`config.mk`:
```
export PLATFORM = sky130hd
export DESIGN_NAME = rv32_alu_arbiter
export DESIGN_NICKNAME = d
export VERILOG_FILES = /design/src/rtl/rv32_alu_arb_pkg.sv /design/src/rtl/rv32_alu_resp_fifo.sv /design/src/rtl/rv32_alu_arbiter.sv
export SDC_FILE = /design/constraint.sdc
export NUM_CORES = 1
export LEC_CHECK = 0
export ABC_AREA = 1
export CORE_AREA = 4 4 187 189
export CTS_BUF_LIST = sky130_fd_sc_hd__clkbuf_16
export DETAILED_ROUTE_END_ITERATION = 10
export DIE_AREA = 0 0 191 193
export SYNTH_ARGS = -nofsm -noshare
export SYNTH_HDL_FRONTEND = slang
export SYNTH_SLANG_ARGS = --single-unit
```
`constraint.sdc`:
```
create_clock -name clk -period 3.9 [get_ports clk]
set_clock_uncertainty 0.2 [all_clocks]
set_input_delay 0.39 -clock clk [delete_from_list [all_inputs] [get_ports clk]]
set_output_delay 0.39 -clock clk [all_outputs]
set_load 0.01 [all_outputs]
```
`src/rtl/rv32_alu_arb_pkg.sv`:
```
// rv32_alu_arb_pkg: shared types and constants for the ALU arbiter and its response FIFO.
// ALU op encodings mirror the rv32_alu decoder (funct3 order).
package rv32_alu_arb_pkg;
  localparam logic [3:0] RV32_ALU_OP_ADD_SUB = 4'd0;
  localparam logic [3:0] RV32_ALU_OP_SLL     = 4'd1;
  localparam logic [3:0] RV32_ALU_OP_SLT     = 4'd2;
  localparam logic [3:0] RV32_ALU_OP_SLTU    = 4'd3;
  localparam logic [3:0] RV32_ALU_OP_XOR     = 4'd4;
  localparam logic [3:0] RV32_ALU_OP_SRL_SRA = 4'd5;
  localparam logic [3:0] RV32_ALU_OP_OR      = 4'd6;
  localparam logic [3:0] RV32_ALU_OP_AND     = 4'd7;

  localparam logic RV32_ALU_REQ_EXEC = 1'b0;
  localparam logic RV32_ALU_REQ_AUX  = 1'b1;

  localparam int RV32_ALU_TAG_W = 4;

  typedef struct packed {
    logic [3:0]  op;
    logic        sub_sra;
    logic        src1;
    logic        src2;
    logic [31:0] pc;
    logic [31:0] rs1;
    logic [31:0] rs2;
    logic [31:0] imm;
  } alu_req_t;

  typedef struct packed {
    logic                      id;
    logic [RV32_ALU_TAG_W-1:0] tag;
    logic [31:0]               result;
  } alu_resp_t;
endpackage

```
`src/rtl/rv32_alu_resp_fifo.sv`:
```
// rv32_alu_resp_fifo: small in-order response queue with synchronous clear.
module rv32_alu_resp_fifo #(
  parameter int  DEPTH = 2,
  parameter type T     = logic [31:0]
) (
  input  logic                       clk,
  input  logic                       rst_n,
  input  logic                       clear_i,
  input  logic                       push_i,
  input  logic                       pop_i,
  input  T                           wdata_i,
  output T                           head_o,
  output logic [$clog2(DEPTH+1)-1:0] count_o
);
  localparam int PW = $clog2(DEPTH);
  localparam int CW = $clog2(DEPTH+1);

  T mem_q [DEPTH];
  logic [PW-1:0] wr_q, rd_q;
  logic [CW-1:0] count_q;

  // Pointers wrap explicitly so non-power-of-two depths work.
  function automatic logic [PW-1:0] nxt(input logic [PW-1:0] p);
    return (p == PW'(DEPTH-1)) ? '0 : p + 1'b1;
  endfunction

  always_ff @(posedge clk or negedge rst_n) begin
    if (!rst_n) begin
      wr_q    <= '0;
      rd_q    <= '0;
      count_q <= '0;
    end else if (clear_i) begin
      wr_q    <= '0;
      rd_q    <= '0;
      count_q <= '0;
    end else begin
      if (push_i) wr_q <= nxt(wr_q);
      if (pop_i) rd_q <= nxt(rd_q);
      count_q <= count_q + CW'(push_i) - CW'(pop_i);
    end
  end

  always_ff @(posedge clk) begin
    if (push_i && !clear_i) mem_q[wr_q] <= wdata_i;
  end

  assign head_o  = mem_q[rd_q];
  assign count_o = count_q;
endmodule

```
`src/rtl/rv32_alu_arbiter.sv`:
```
// rv32_alu_arbiter: round-robin sharing of one registered ALU between execute and aux,
// returning results in issue order through a response FIFO.
module rv32_alu_arbiter
  import rv32_alu_arb_pkg::*;
#(
  parameter int RESP_DEPTH = 2,
  parameter int TAG_W      = 4
) (
  input  logic                  clk,
  input  logic                  rst_n,
  input  logic                  flush_in,
  input  logic [1:0]            req_valid_in,
  output logic [1:0]            req_ready_out,
  input  logic [1:0][3:0]       req_op_in,
  input  logic [1:0]            req_sub_sra_in,
  input  logic [1:0]            req_src1_in,
  input  logic [1:0]            req_src2_in,
  input  logic [1:0][31:0]      req_pc_in,
  input  logic [1:0][31:0]      req_rs1_in,
  input  logic [1:0][31:0]      req_rs2_in,
  input  logic [1:0][31:0]      req_imm_in,
  input  logic [1:0][TAG_W-1:0] req_tag_in,
  output logic [3:0]            alu_op_out,
  output logic                  alu_sub_sra_out,
  output logic                  alu_src1_out,
  output logic                  alu_src2_out,
  output logic [31:0]           alu_pc_out,
  output logic [31:0]           alu_rs1_out,
  output logic [31:0]           alu_rs2_out,
  output logic [31:0]           alu_imm_out,
  input  logic [31:0]           alu_result_in,
  output logic                  resp_valid_out,
  input  logic                  resp_ready_in,
  output logic                  resp_id_out,
  output logic [TAG_W-1:0]      resp_tag_out,
  output logic [31:0]           resp_result_out
);
  localparam int CW = $clog2(RESP_DEPTH+1);

  typedef struct packed {
    logic             id;
    logic [TAG_W-1:0] tag;
    logic [31:0]      result;
  } resp_t;

  logic            inflight_q, inflight_d, last_q, last_d;
  logic [TAG_W:0]  pend_q, pend_d;
  logic            pop, space, gnt, gnt_id, sel, cap_push;
  logic [CW-1:0]   count;
  logic [CW:0]     occ;
  resp_t           head, wdata;
  alu_req_t        mux;

  // Occupancy counts the result already in the ALU pipe so capture never overflows.
  assign pop   = resp_valid_out & resp_ready_in;
  assign occ   = {1'b0, count} + (CW+1)'(inflight_q) - (CW+1)'(pop);
  assign space = occ < (CW+1)'(RESP_DEPTH);

  always_comb begin
    gnt           = |req_valid_in & space & ~flush_in;
    gnt_id        = &req_valid_in ? ~last_q : req_valid_in[1];
    req_ready_out = gnt ? (gnt_id ? 2'b10 : 2'b01) : 2'b00;
    inflight_d    = gnt;
    last_d        = gnt ? gnt_id : last_q;
    pend_d        = gnt ? {gnt_id, req_tag_in[gnt_id]} : pend_q;
    sel           = gnt & gnt_id;
  end

  assign mux = '{op: req_op_in[sel], sub_sra: req_sub_sra_in[sel], src1: req_src1_in[sel],
                 src2: req_src2_in[sel], pc: req_pc_in[sel], rs1: req_rs1_in[sel],
                 rs2: req_rs2_in[sel], imm: req_imm_in[sel]};

  assign alu_op_out      = mux.op;
  assign alu_sub_sra_out = mux.sub_sra;
  assign alu_src1_out    = mux.src1;
  assign alu_src2_out    = mux.src2;
  assign alu_pc_out      = mux.pc;
  assign alu_rs1_out     = mux.rs1;
  assign alu_rs2_out     = mux.rs2;
  assign alu_imm_out     = mux.imm;

  always_ff @(posedge clk or negedge rst_n) begin
    if (!rst_n) begin
      inflight_q <= 1'b0;
      last_q     <= 1'b1;
      pend_q     <= '0;
    end else begin
      inflight_q <= inflight_d;
      last_q     <= last_d;
      pend_q     <= pend_d;
    end
  end

  assign cap_push = inflight_q & ~flush_in;
  assign wdata    = '{id: pend_q[TAG_W], tag: pend_q[TAG_W-1:0], result: alu_result_in};

  rv32_alu_resp_fifo #(.DEPTH(RESP_DEPTH), .T(resp_t)) u_fifo (
    .clk     (clk),
    .rst_n   (rst_n),
    .clear_i (flush_in),
    .push_i  (cap_push),
    .pop_i   (pop),
    .wdata_i (wdata),
    .head_o  (head),
    .count_o (count)
  );

  assign resp_valid_out  = count != '0;
  assign resp_id_out     = head.id;
  assign resp_tag_out    = head.tag;
  assign resp_result_out = head.result;
endmodule

```
After elaboration in Yosys (flattened, before gate mapping)

Memory sizes are Yosys's and may differ from the RTL's.
Index checks and enable logic that the tools add are counted.

Flip-flop bits (word level): 11
RAM bits: 74
Bits of input ports: 316
Output and inout port bits: 175
Memories: 1

Memory list:

| memory       | depth | width | read ports | clocked after memory_dff | write ports | RTL line                 | source |
|---|---|---|---|---|---|---|---|
| u_fifo.mem_q | 2     | 37    | 1          | 0                        | 1           | rv32_alu_resp_fifo.sv:18 | `T mem_q [DEPTH];` |

Add/sub/neg operators: 6
Order comparisons: 3
Mux-type cells: 30
Bitwise gates (word level): 7
Reduce and logical (&&, ||, !) cells: 7

Operators with widths:

| cell                  | number |
|---|---|
| $mux W32              | 8 |
| $mux W4               | 4 |
| $mux W1               | 15 |
| $mux W2               | 3 |
| $reduce_bool A2 Y1    | 3 |
| $and A1 B1 Y1         | 5 |
| $lt A1 B2 Y1 const B  | 2 |
| $add A2 B1 Y3         | 1 |
| $lt A3 B2 Y1 const B  | 1 |
| $sub A3 B1 Y3         | 1 |
| $add A1 B1 Y1 const B | 2 |
| $add A2 B1 Y2         | 1 |
| $not A1 Y1            | 2 |
| $reduce_and A2 Y1     | 1 |
| $reduce_or A2 Y1      | 1 |
| $sub A2 B1 Y2         | 1 |
| $logic_and A1 B1 Y1   | 1 |
| $logic_not A1 Y1      | 1 |

Depth between registers and ports, before layout

Depth in word-level cells: 9
Depth in mapped cells: 16
Gate-level depth less buffers: 15

Cells and area by module

Synthesis repeated with hierarchy kept, for this count alone.

Cells, all modules: 668
Area, all modules: 5524.0 µm²

By module, submodules not included:

| module             | instances | cells each | area an instance (µm²) |
|---|---|---|---|
| rv32_alu_resp_fifo | 1         | 142        | 2919.0 |
| rv32_alu_arbiter   | 1         | 526        | 2605.0 |

Least setup slack after synthesis

No wires, ideal clock.

Path type: register to output
Start point: reg u_fifo.count_q[1] (netlist: u_fifo.count_o[1])
End point: out alu_imm_out[0]
Arrival time: 2.313 ns
Path slack: 0.997 ns
Cell stages (with the launch flop): 17
Path buffers: 3
Path through: dfrtp_1 -> inv_1 -> nand2_1 -> nand2_1 -> inv_1 -> ha_1 -> inv_1 -> nand2_1 -> fa_1 -> inv_1 -> nand2_1 -> nand2_1 -> buf_2 -> buf_4 -> buf_2 -> nand4_1 -> nand2_1

Longest elaborated chain between the ends: 9

RTL lines:

| item                                        | RTL line                 | source |
|---|---|---|
| from (decl)                                 | rv32_alu_resp_fifo.sv:20 | `logic [CW-1:0] count_q;` |
| from (signal assigned)                      | rv32_alu_resp_fifo.sv:39 | `count_q <= count_q + CW'(push_i) - CW'(pop_i);` |
| $reduce_bool A2 Y1                          | rv32_alu_arbiter.sv:108  | `assign resp_valid_out = count != '0;` |
| via resp_valid_out                          | rv32_alu_arbiter.sv:32   | `output logic resp_valid_out,` |
| $and A1 B1 Y1                               | rv32_alu_arbiter.sv:55   | `assign pop = resp_valid_out & resp_ready_in;` |
| $sub A3 B1 Y3                               | rv32_alu_arbiter.sv:56   | `assign occ = {1'b0, count} + (CW+1)'(inflight_q) - (CW+1)'(pop);` |
| $lt A3 B2 Y1                                | rv32_alu_arbiter.sv:57   | `assign space = occ < (CW+1)'(RESP_DEPTH);` |
| $and A1 B1 Y1 (2 in a row)                  | rv32_alu_arbiter.sv:60   | `gnt = \|req_valid_in & space & ~flush_in;` |
| $and A1 B1 Y1                               | rv32_alu_arbiter.sv:66   | `sel = gnt & gnt_id;` |
| $mux W32 (not written as such) (2 in a row) | rv32_alu_arbiter.sv:71   | `rs2: req_rs2_in[sel], imm: req_imm_in[sel]};` |
| to (decl)                                   | rv32_alu_arbiter.sv:30   | `output logic [31:0] alu_imm_out,` |

The timed path passes the listed nets, and every way through them passes these cells. The select of a mux whose other input is x is not followed.

Worst setup path after layout

Start point: reg u_fifo.count_q[1] (netlist: u_fifo.count_o[1])
End point: out alu_imm_out[28]

Longest elaborated chain between the ends: 9

RTL lines:

| item                                                                  | RTL line |
|---|---|
| parallel branches: the longest is 2 deep, another holds $add A2 B1 Y3 | n/a |
| $sub A3 B1 Y3 *                                                       | rv32_alu_arbiter.sv:56 |
| $lt A3 B2 Y1 *                                                        | rv32_alu_arbiter.sv:57 |
| $and A1 B1 Y1 * (2 in a row)                                          | rv32_alu_arbiter.sv:60 |
| $and A1 B1 Y1 *                                                       | rv32_alu_arbiter.sv:66 |
| $mux W32 (not written as such) * (2 in a row)                         | rv32_alu_arbiter.sv:71 |

Every way passes the cells marked *. The select of a mux whose other input is x is not followed.

==> impl_metrics.tcl <==
set metrics [dict create \
    yosys_warnings 0 \
    grt_pass1_wl_um 44000 \
    ctsLongestPathBuffers 2 \
    grtUsageMet3 0.0502 \
    hp-class "primary input to asynchronous set/reset pin" \
    fp.dieH_um 193 \
    vias 7127 \
    final_util 0.344 \
    max-vdd-ir-drop_mv 0.324 \
    drc 0 \
    r2r_start "u_fifo.count_o[1]$_DFF_PN0_" \
    die-area_um2 36900 \
    core_um2 33300 \
    dp_hpwl_um 25000 \
    worst_setup_path_end_kind "output port" \
    yosys-top-cells-area "edfxtp_1 (41%), nand2_1 (28%), nand4_1 (15%), dfrtp_1 (4.6%), buf_2 (3.4%)" \
    grt_max_degree 51 \
    grt_pass1_vias 7145 \
    final_common_cell "nand2_1" \
    ant_nets 0 \
    drive_gt1_frac 0.0610 \
    syn_inst 742 \
    wire_per_inst_um 18.7 \
    root_buffer "clkbuf_16" \
    crit_type "flop to output port" \
    drv_cap 0 \
    timing.final.ws_setup_ps 165 \
    htree_levels 3 \
    rsz0062_at_grt "true" \
    power_leakage_nw 5.18 \
    timing.rr.end "pend_q[0]$_DFFE_PN0P_" \
    ff2ff_setup_slack_ps 960 \
    worst_ep_arrival_time_ps 3150 \
    cts_tree "built" \
    dr.pass1.iters 5 \
    power.density_nw_per_um2 538 \
    area_growth_pct 109 \
    overflow 0 \
    path_max_fanout 23 \
    numCtsBuffers 9 \
    grtUsageMet1 0.180 \
    slew_viol_final 0 \
    start_util 0.165 \
    cp.required_ps 3310 \
    track_usage 0.158 \
    yosysSeqAreaShare 0.455 \
    relSlewSlack 0.653 \
    synth_largest_area_cell "edfxtp_1" \
    drt_iter0_markers 398 \
    setup_viol 0 \
    nFillCells 3515 \
    hold_ws_ps 191 \
    top_usage_layer "met2" \
    clk_latency_ps 330 \
    layout_common_cells "nand2_1 (412), clkdlybuf4s50_1 (353), nand4_1 (135)" \
    pin_count 491 \
    die_x_um 191 \
    status "finished, final reports clean" \
    worst_slew_pin_slew_ps 521 \
    globalRouteMet2Util 0.287 \
    clock_sinks 85 \
    synth.avg_cell_area_um2 7.39 \
    gp_congestion 0.881 \
    pre_cts_ws_ps -42.4 \
    cp-start-kind "flop" \
    clk_pin_slew_ps 60 \
    finalHoldViolCount 0 \
    antenna_found_initial 6 \
    port_buffers 490 \
    synth.net_count 1062 \
    multiInputGateArea_um2 2610 \
    syn_area_um2 5490 \
    ys_ff_latch 85 \
    fin_area_um2 11500 \
    final-seq-area_um2 2500 \
    ys_types 18 \
    r2r_cells 18 \
    row_count 67 \
    setup_tns_ps 0 \
    synth_top_area_share 0.405 \
    fmax_mhz 268 \
    wirelength_um 31600 \
    period_minus_slack_ps 3740 \
    finalCritPeriodShare 0.958 \
    fin_nets 1545 \
    placed_cell_area_um2 11100 \
    drt-vias-per-instance 4.23 \
]
## routing by layer
metal	part of all wire	routed length [µm]
met1	0.37	11600
met4	0.017	545
met3	0.087	2750
met2	0.53	16700
met5	0	0
## synthesized netlist by cell type (all sizes together)
master and instances:
buf 57, nand3 6, nand4 135, xnor2 1
fa 1, ha 3, a21oi 1, edfxtp 74
clkbuf 11, inv 15, dfrtp 10, dfstp 1
o21ai 2, nand2 415, nor2 10
## worst max-delay path by stage
stage / from / end / slack [ps] / depth (start not counted)
after floorplan: u_fifo.count_o[1]$_DFF_PN0_ / alu_imm_out[0] / 1000 / 16
after global placement: resp_ready_in / alu_rs1_out[16] / -70 / 15
after detailed placement: resp_ready_in / alu_rs1_out[16] / -40 / 15
after CTS: u_fifo.count_o[1]$_DFF_PN0_ / alu_rs2_out[15] / -70 / 15
after global routing: u_fifo.count_o[1]$_DFF_PN0_ / alu_imm_out[28] / -20 / 17
final: u_fifo.count_o[1]$_DFF_PN0_ / alu_imm_out[28] / 160 / 17
## stage by stage
step                      std cells  total power, mW
after floorplan                 742             3.06
after global placement         1652             5.40
after detailed placement       1652             5.41
after CTS                      1676             6.20
after global routing           1682             6.60
final                          1684             6.16
## cells by family after synthesis
family	after synthesis	synth area share
compound gates	3	0.00342
xor+xnor	1	0.00160
fa+ha+maj	4	0.0105
buf+inv	83	0.0789
flops	85	0.455
simple gates	566	0.450
## critical path: stages (launching register included)
cell	delay, ps
dfrtp_1	400
inv_2	90
nand2_2	70
nand2_2	60
inv_1	50
ha_1	260
inv_1	80
nand2_1	60
fa_1	470
nand2_1	90
nor2_4	110
buf_12	130
nand3_4	80
buf_12	160
bufbuf_16	290
nand2_1	70
nand2_1	50
dlygate4sd2_1	280
## area by class of cell
cell class                 count  area share
multi-input combinational    574       0.228
timing repair buffer         540       0.471
tap                          448      0.0489
inverter                      15     0.00491
sequential                    85       0.218
antenna                        6     0.00131
clock buffer                  11      0.0240
clock inverter                 5     0.00437
## repair_timing
item	in CTS	in global routing
hold endpoints to repair	0	0
setup buffers	5	2
pin swaps	0	0
resized for setup	136	25
setup endpoints to repair	136	81
hold buffers	0	0
cloned	3	0
## where the power goes
part	switching, mW	internal [mW]	total (mW)	leakage (nW)
logic	2.26	1.81	4.07	4.20
clock network	0.318	0.569	0.887	0.170
registers	0.0546	1.15	1.20	0.813
## state kept, by name (all words and copies together), names as in the netlist
register	cells
u_fifo.rd_q	1
last_q	1
u_fifo.mem_q	74
u_fifo.count_o	2
pend_q	5
inflight_q	1
u_fifo.wr_q	1
Power figures use the tool's default switching activity.
